<file path="config.mk">
export PLATFORM = sky130hd
export DESIGN_NAME = fetch_engine
export DESIGN_NICKNAME = d
export VERILOG_FILES = /design/src/rtl/fetch_engine.sv
export SDC_FILE = /design/constraint.sdc
export NUM_CORES = 1
export LEC_CHECK = 0
export ABC_AREA = 1
export BUFFER_PORTS_ARGS = -buffer_cell sky130_fd_sc_hd__buf_2
export CELL_PAD_IN_SITES_DETAIL_PLACEMENT = 0
export CELL_PAD_IN_SITES_GLOBAL_PLACEMENT = 1
export CORE_ASPECT_RATIO = 0.8
export CORE_MARGIN = 2
export CORE_UTILIZATION = 35
export DETAILED_ROUTE_END_ITERATION = 10
export GPL_ROUTABILITY_DRIVEN = 0
export HOLD_SLACK_MARGIN = 0.03
export PLACE_DENSITY = 0.85
export RECOVER_POWER = 25
export SYNTH_ARGS = -nofsm -noshare
export SYNTH_HDL_FRONTEND = slang
export SYNTH_SLANG_ARGS = --single-unit
</file>
<file path="constraint.sdc">
create_clock -name clk -period 5.95 [get_ports clk]
set_clock_uncertainty 0.05 [all_clocks]
set_input_delay 1.19 -clock clk [delete_from_list [all_inputs] [get_ports clk]]
set_output_delay 1.19 -clock clk [all_outputs]
set_load 0.05 [all_outputs]
</file>
<file path="src/rtl/fetch_engine.sv">
// Line transfer engine: moves one cache line between cache memory and external
// memory one word at a time, keeping exactly one word in flight on each side.
module fetch_engine #(
  parameter int addr_width = 32,
  parameter int list_depth = 4,
  parameter int data_width = 32,
  parameter int list_width = 32,
  localparam int TW = $clog2(list_depth),
  localparam int WW = $clog2(list_width)
) (
  input  logic                  clk,
  input  logic                  rst_n,
  input  logic                  fetch_req,
  input  logic [1:0]            fetch_cmd,
  input  logic [TW-1:0]         fetch_tag,
  input  logic [addr_width-1:0] fetch_addr,
  output logic                  fetch_gnt,
  output logic                  fetch_done,
  output logic                  mem_ren,
  output logic [TW+WW-1:0]      mem_raddr,
  input  logic                  mem_rready,
  input  logic [data_width-1:0] mem_rdata,
  input  logic                  mem_rdata_valid,
  output logic [1:0]            mem_rpri,
  output logic                  mem_wen,
  output logic [TW+WW-1:0]      mem_waddr,
  output logic [data_width-1:0] mem_wdata,
  input  logic                  mem_wready,
  output logic                  ext_req,
  output logic                  ext_we,
  output logic [addr_width-1:0] ext_addr,
  output logic [data_width-1:0] ext_wdata,
  input  logic                  ext_gnt,
  input  logic [data_width-1:0] ext_rdata,
  input  logic                  ext_rdata_valid
);

  localparam int BS = $clog2(data_width / 8);

  typedef enum logic [2:0] {
    IDLE, WB_RD, WB_WAIT, WB_EXT, FL_EXT, FL_WAIT, FL_WR, DONE
  } state_t;

  state_t                  state, state_nx;
  logic [1:0]              cmd_q;
  logic [TW-1:0]           tag_q;
  logic [addr_width-1:0]   addr_q;
  logic [WW-1:0]           wcnt;
  logic [data_width-1:0]   buf_q;
  logic                    wcnt_inc;
  logic                    last_word;
  logic [addr_width-1:0]   word_addr;

  assign last_word = (wcnt == WW'(list_width - 1));
  // Byte offset of the current word; the add wraps at addr_width by design.
  assign word_addr = addr_q + (addr_width'(wcnt) << BS);

  assign fetch_gnt = rst_n && (state == IDLE);
  assign mem_rpri  = 2'b01;
  assign ext_we    = ext_req && (cmd_q == 2'b00);

  always_ff @(posedge clk or negedge rst_n) begin
    if (!rst_n) begin
      state  <= IDLE;
      cmd_q  <= '0;
      tag_q  <= '0;
      addr_q <= '0;
      wcnt   <= '0;
      buf_q  <= '0;
    end else begin
      state <= state_nx;
      if (fetch_req && fetch_gnt) begin
        cmd_q  <= fetch_cmd;
        tag_q  <= fetch_tag;
        addr_q <= fetch_addr;
        wcnt   <= '0;
      end else if (wcnt_inc) begin
        wcnt <= wcnt + WW'(1);
      end
      if (state == WB_WAIT && mem_rdata_valid) buf_q <= mem_rdata;
      if (state == FL_WAIT && ext_rdata_valid) buf_q <= ext_rdata;
    end
  end

  always_comb begin
    state_nx   = state;
    wcnt_inc   = 1'b0;
    fetch_done = 1'b0;
    mem_ren    = 1'b0;
    mem_raddr  = '0;
    mem_wen    = 1'b0;
    mem_waddr  = '0;
    mem_wdata  = '0;
    ext_req    = 1'b0;
    ext_addr   = '0;
    ext_wdata  = '0;
    case (state)
      IDLE: begin
        if (fetch_req) begin
          case (fetch_cmd)
            2'b00:   state_nx = WB_RD;
            2'b01:   state_nx = FL_EXT;
            default: state_nx = DONE;
          endcase
        end
      end
      WB_RD: begin
        mem_ren   = 1'b1;
        mem_raddr = {tag_q, wcnt};
        if (mem_rready) state_nx = WB_WAIT;
      end
      WB_WAIT: begin
        if (mem_rdata_valid) state_nx = WB_EXT;
      end
      WB_EXT: begin
        ext_req   = 1'b1;
        ext_addr  = word_addr;
        ext_wdata = buf_q;
        if (ext_gnt) begin
          if (last_word) state_nx = DONE;
          else begin
            wcnt_inc = 1'b1;
            state_nx = WB_RD;
          end
        end
      end
      FL_EXT: begin
        ext_req  = 1'b1;
        ext_addr = word_addr;
        if (ext_gnt) state_nx = FL_WAIT;
      end
      FL_WAIT: begin
        if (ext_rdata_valid) state_nx = FL_WR;
      end
      FL_WR: begin
        mem_wen   = 1'b1;
        mem_waddr = {tag_q, wcnt};
        mem_wdata = buf_q;
        if (mem_wready) begin
          if (last_word) state_nx = DONE;
          else begin
            wcnt_inc = 1'b1;
            state_nx = FL_EXT;
          end
        end
      end
      DONE: begin
        fetch_done = 1'b1;
        state_nx   = IDLE;
      end
      default: state_nx = IDLE;
    endcase
  end

endmodule
</file>
# After elaboration in Yosys (flattened, before gate mapping)
# Cells that the tools add are included.
# word_totals
register_bits	76
latch_bits	0
mem_bits_rw	0
mem_bits_ro	0
input_bits	108
out_inout_bits	118
memories	0
# classes
add_sub_neg	2
mul	0
n_div	0
n_lt_le_gt_ge	0
eq_ne	16
n_shift	0
muxes	28
n_bitwise	0
n_reduce_logical	12
# ops
operator	n
$mux W32	5
$add A32 B7 Y32	1
$mux W3	8
$pmux W3 S8	1
$mux W7	2
$ne A2 B2 Y1 const B	7
$eq A3 B3 Y1 const B	4
$mux W5	2
$mux W1	7
$reduce_and A7 Y1	1
$eq A3 B2 Y1 const B	2
$pmux W3 S2	1
$add A5 B1 Y5 const B	1
$eq A5 B5 Y1 const B	1
$logic_and A1 B1 Y1	5
$logic_not A2 Y1	2
$reduce_bool A2 Y1	2
$eq A3 B1 Y1 const B	1
$logic_not A3 Y1	1
$eq A2 B1 Y1 const B	1
$mux W2	1
$pmux W1 S2	1
$reduce_or A2 Y1	1

# Longest topological paths before layout
# depth
depth_word	6
depth_mapped	12

# Worst setup path before layout
# OpenSTA, ideal clock, no wires.
# synth_path
path_kind	flip-flop to output port
from	register state[1]
to	output mem_raddr[0]
arrival_ns	2.419
required_ns	4.710
path_slack_ns	2.291
path_stages_with_launch	7
n_path_buf	1
path_cell_list	dfrtp_1 > buf_2 > inv_1 > nand2_1 > nor2_1 > inv_1 > nor2_1
# synth_via
elab_chain_len	2
# synth_lines
element	line_no	source
start: declaration	44	state_t state, state_nx;
start signal: assignment	71	state <= state_nx;
$eq A3 B1 Y1	97	case (state)
$mux W7	97	
end: declaration	20	output logic [TW+WW-1:0] mem_raddr,
# Every way passes these cells.

# Worst setup path after layout
# layout_path
from	input rst_n
to	output fetch_gnt
# layout_via
elab_chain_len	1
# layout_lines
element	line_no	source
start: declaration	12	input logic rst_n,
$logic_and A1 B1 Y1	58	assign fetch_gnt = rst_n && (state == IDLE);
end: declaration	17	output logic fetch_gnt,
# Every way passes these cells.

==> summary.md <==
| Metric | Value |
|---|---|
| Status | finished with violations |
| Failing checks | design-rule violations, max-capacitance violations, max-slew violations |
| Top Ports | 226 |
| Antenna Nets Post-Route | 0 |
| TNS Setup | 0 ns |
| Worst-case reg-to-reg path depth | 5 |
| Post-CTS Setup Bufs | 0 |
| Pre-CTS setup slack | 2.10 ns |
| Critical path peak fanout | 36 |
| Final min period | 4.81 ns |
| CTS H-tree lvls | 3 |
| Router iterations before antenna repair | 8 |
| Area Growth Syn to Fin | 28.5% |
| Clock sinks | 76 |
| CTS tree | yes |
| Post-DP HPWL | 12800 um |
| Initial DRC Count | 385 |
| Total Routing Usage GR | 0.210 |
| Worst Hold Depth | 2 |
| Worst vdd ir | 232 uV |
| Post-synth top area share | 0.367 |
| Yosys cell types | 36 |
| Clock slew at reported path FFs | 0.07 ns |
| Average via count per standard cell | 4.81 |
| Vias | 5548 |
| Layout cells sized above 1 | 0.287 |
| Slew Limit Fails | 37 |
| Hold-fix buffers, CTS | 0 |
| Critical Path AT | 3.57 ns |
| CTS Buf Count | 9 |
| Routed Wire Length | 16900 um |
| Rows | 39 |
| Cell taking the most area after synthesis | dfrtp_1 |
| Fill count | 1561 |
| Reg2reg start | state[1]$_DFFE_PN0P_ |
| Hold violation count in the final report | 0 |
| HP Class | register to register |
| Clock buffer depth | 2 |
| Ant. Diodes | 0 |
| Yosys reg bits | 76 |
| Die area | 15800 um2 |
| Die height | 113 um |
| Leakage | 3.97 nW |
| Syn Nets | 878 |
| RSZ-0062 raised after global routing | no |
| Largest net degree at the start of global routing | 65 |
| Setup CP Type | input pin to output pin |
| Hold wc startpoint | addr_q[1]$_DFFE_PN0P_ |
| Cell Area, Synth | 5180 um2 |
| Rel. slew slack | -0.505 |
| FF-to-FF End | buf_q[13]$_DFFE_PN0P_ |
| Cells after synthesis | 762 |
| GRT overflow | 0 |
| Crit. End Element | output pin |
| Crit-path cells | clkbuf_1 > inv_1 > nor2_4 > buf_2 |
| DR WL/cell | 14.6 um |
| FMAX | 208 MHz |
| Post-cts resize count | 0 |
| Final setup margin | 1.14 ns |
| # setup viols final | 0 |
| First-pass GRT wire length | 26700 um |
| Worst Setup Start Kind | input pin |
| Critical Path RT | 4.71 ns |
| Antenna violations before repair | 0 |
| Clk Latency, worst-skew pair | 0.34 ns |
| Post-synthesis sequential area ratio | 0.367 |
| Dominant cells by area after synthesis | dfrtp_1 37%, nor2_1 12%, nand2_1 8.7% |
| Final worst path period share | 0.809 |
| Critical path's largest stage delay | 1.58 ns |
| Hold Path Sink | addr_q[1]$_DFFE_PN0P_ |
| Reg2Reg Setup Slack | 3.27 ns |
| Area of the core | 14400 um2 |
| Power Density | 585 nW/um2 |
| Slew of the pin with the lowest slew margin | 2.26 ns |
| Initial Util | 0.360 |
| Port bufs | 223 |
| Max_cap viols | 1 |
| CP max-delay cell | clkbuf_1 |
| Synth warnings | 0 |
| Mean Syn Cell Area | 6.80 um2 |
| Vias in the first global route | 5188 |
| # DRC | 10 |
| DIE WIDTH | 140 um |
| Root Buffer | clkbuf_16 |
| Layout Nets | 1081 |
-- worst max-delay path: cells and delay by family --
family / cells / cell delay [ns]
buffers and inverters: 3 / 2.13
AND/OR/NAND/NOR: 1 / 0.25
-- where the power goes --
group | internal, mW | switching (mW) | leakage [nW]
Clock | 0.332 | 0.240 | 0.152
Sequential | 0.765 | 0.192 | 0.903
Combinational | 0.606 | 1.76 | 2.91
Total | 1.70 | 2.19 | 3.97
-- stage by stage --
step                      total power [mW]  std cells  hold slack (ns)  instance area, um2  utilization
final                                 3.89       1154            0.462                6660        0.463
after global routing                  4.18       1154            0.496                6660        0.463
after CTS                             3.91       1154            0.467                6660        0.463
after detailed placement              3.33       1138            0.453                6360        0.442
after global placement                3.31       1138            0.441                6360        0.442
after floorplan                       2.77        762            0.404                5180            -
-- synthesized netlist by cell type --
cell type / instances
nand4_4: 1
buf_4: 2
nand2_4: 1
ha_1: 7
and3_1: 1
nand3_1: 33
o21ai_0: 45
a21oi_2: 9
fa_1: 1
nor2_2: 1
o21ai_4: 1
nor2_4: 2
mux2_4: 13
o22ai_1: 1
clkbuf_1: 8
nand2_2: 1
nand2_1: 120
nor3_1: 4
nand4_1: 8
inv_1: 119
and2_1: 1
nand3b_1: 1
buf_6: 6
o21ai_1: 72
nand3_2: 2
buf_2: 16
mux2_2: 2
conb_1: 2
inv_2: 3
a31oi_1: 2
dfrtp_1: 76
clkbuf_2: 2
nor2_1: 168
xor2_1: 1
a21oi_1: 28
a21boi_0: 2
-- layout make-up --
| cell class | instances | area (um2) | area share |
|---|---|---|---|
| clock buffers | 9 | 225 | 0.0338 |
| clock inverters | 7 | 81.3 | 0.0122 |
| inverters | 122 | 458 | 0.0688 |
| multi-input cells | 530 | 2630 | 0.394 |
| flip-flops and latches | 76 | 1900 | 0.286 |
| well taps | 184 | 230 | 0.0346 |
| repair buffers | 226 | 1140 | 0.171 |
-- state kept, by name, indices dropped and copies added, names as in the netlist --
| name | cells |
|---|---|
| tag_q | 2 |
| buf_q | 32 |
| cmd_q | 2 |
| state | 3 |
| wcnt | 5 |
| addr_q | 32 |
-- how the worst max path moves through the flow --
| stage | startpoint | cells past startpoint | endpoint | slack (ns) |
|---|---|---|---|---|
| floorplan | state[1]$_DFFE_PN0P_ | 6 | mem_raddr[0] | 2.29 |
| global placement | state[2]$_DFFE_PN0P_ | 7 | ext_addr[5] | 2.18 |
| detailed placement | state[2]$_DFFE_PN0P_ | 7 | ext_addr[5] | 2.10 |
| CTS | state[2]$_DFFE_PN0P_ | 7 | ext_addr[5] | 1.72 |
| global route | rst_n | 4 | fetch_gnt | 0.75 |
| finish | rst_n | 4 | fetch_gnt | 1.14 |
-- cell families after synthesis --
family          count (synthesis)  share of synthesized area
flops                          76                      0.367
buf+inv                       156                      0.127
compound gates                160                      0.165
mux                            15                     0.0420
other cells                     2                    0.00145
xor+xnor                        1                    0.00169
simple gates                  344                      0.275
fa+ha+maj                       8                     0.0208
-- routing by layer --
| layer | vias to the layer above | global-route usage | routed length, um |
|---|---|---|---|
| li1 | 2802 | - | - |
| met1 | 2514 | 0.305 | 8080 |
| met2 | 219 | 0.325 | 7500 |
| met3 | 13 | 0.0466 | 1150 |
| met4 | 0 | 0.0424 | 121 |
| met5 | - | 0 | 0 |
-- cells in the final DEF (no fill, tap or decap), types with 2 or more instances in the layout --
| cell | Yosys | final |
|---|---|---|
| a31oi_1 | 2 | 2 |
| clkinv_4 | 0 | 2 |
| a21oi_2 | 9 | 9 |
| a21boi_0 | 2 | 2 |
| buf_2 | 16 | 222 |
| conb_1 | 2 | 2 |
| a21oi_1 | 28 | 28 |
| o21ai_0 | 45 | 45 |
| nand4_1 | 8 | 8 |
| o21ai_1 | 72 | 72 |
| buf_4 | 2 | 3 |
| ha_1 | 7 | 7 |
| nand3_1 | 33 | 32 |
| inv_1 | 119 | 119 |
| nor2_1 | 168 | 168 |
| clkbuf_16 | 0 | 9 |
| nor2_4 | 2 | 2 |
| nand2_1 | 120 | 120 |
| nand3_2 | 2 | 3 |
| inv_6 | 0 | 2 |
| nor3_1 | 4 | 4 |
| mux2_2 | 2 | 2 |
| inv_2 | 3 | 3 |
| mux2_4 | 13 | 13 |
| dfrtp_1 | 76 | 76 |
Power figures use the tool's default switching activity.
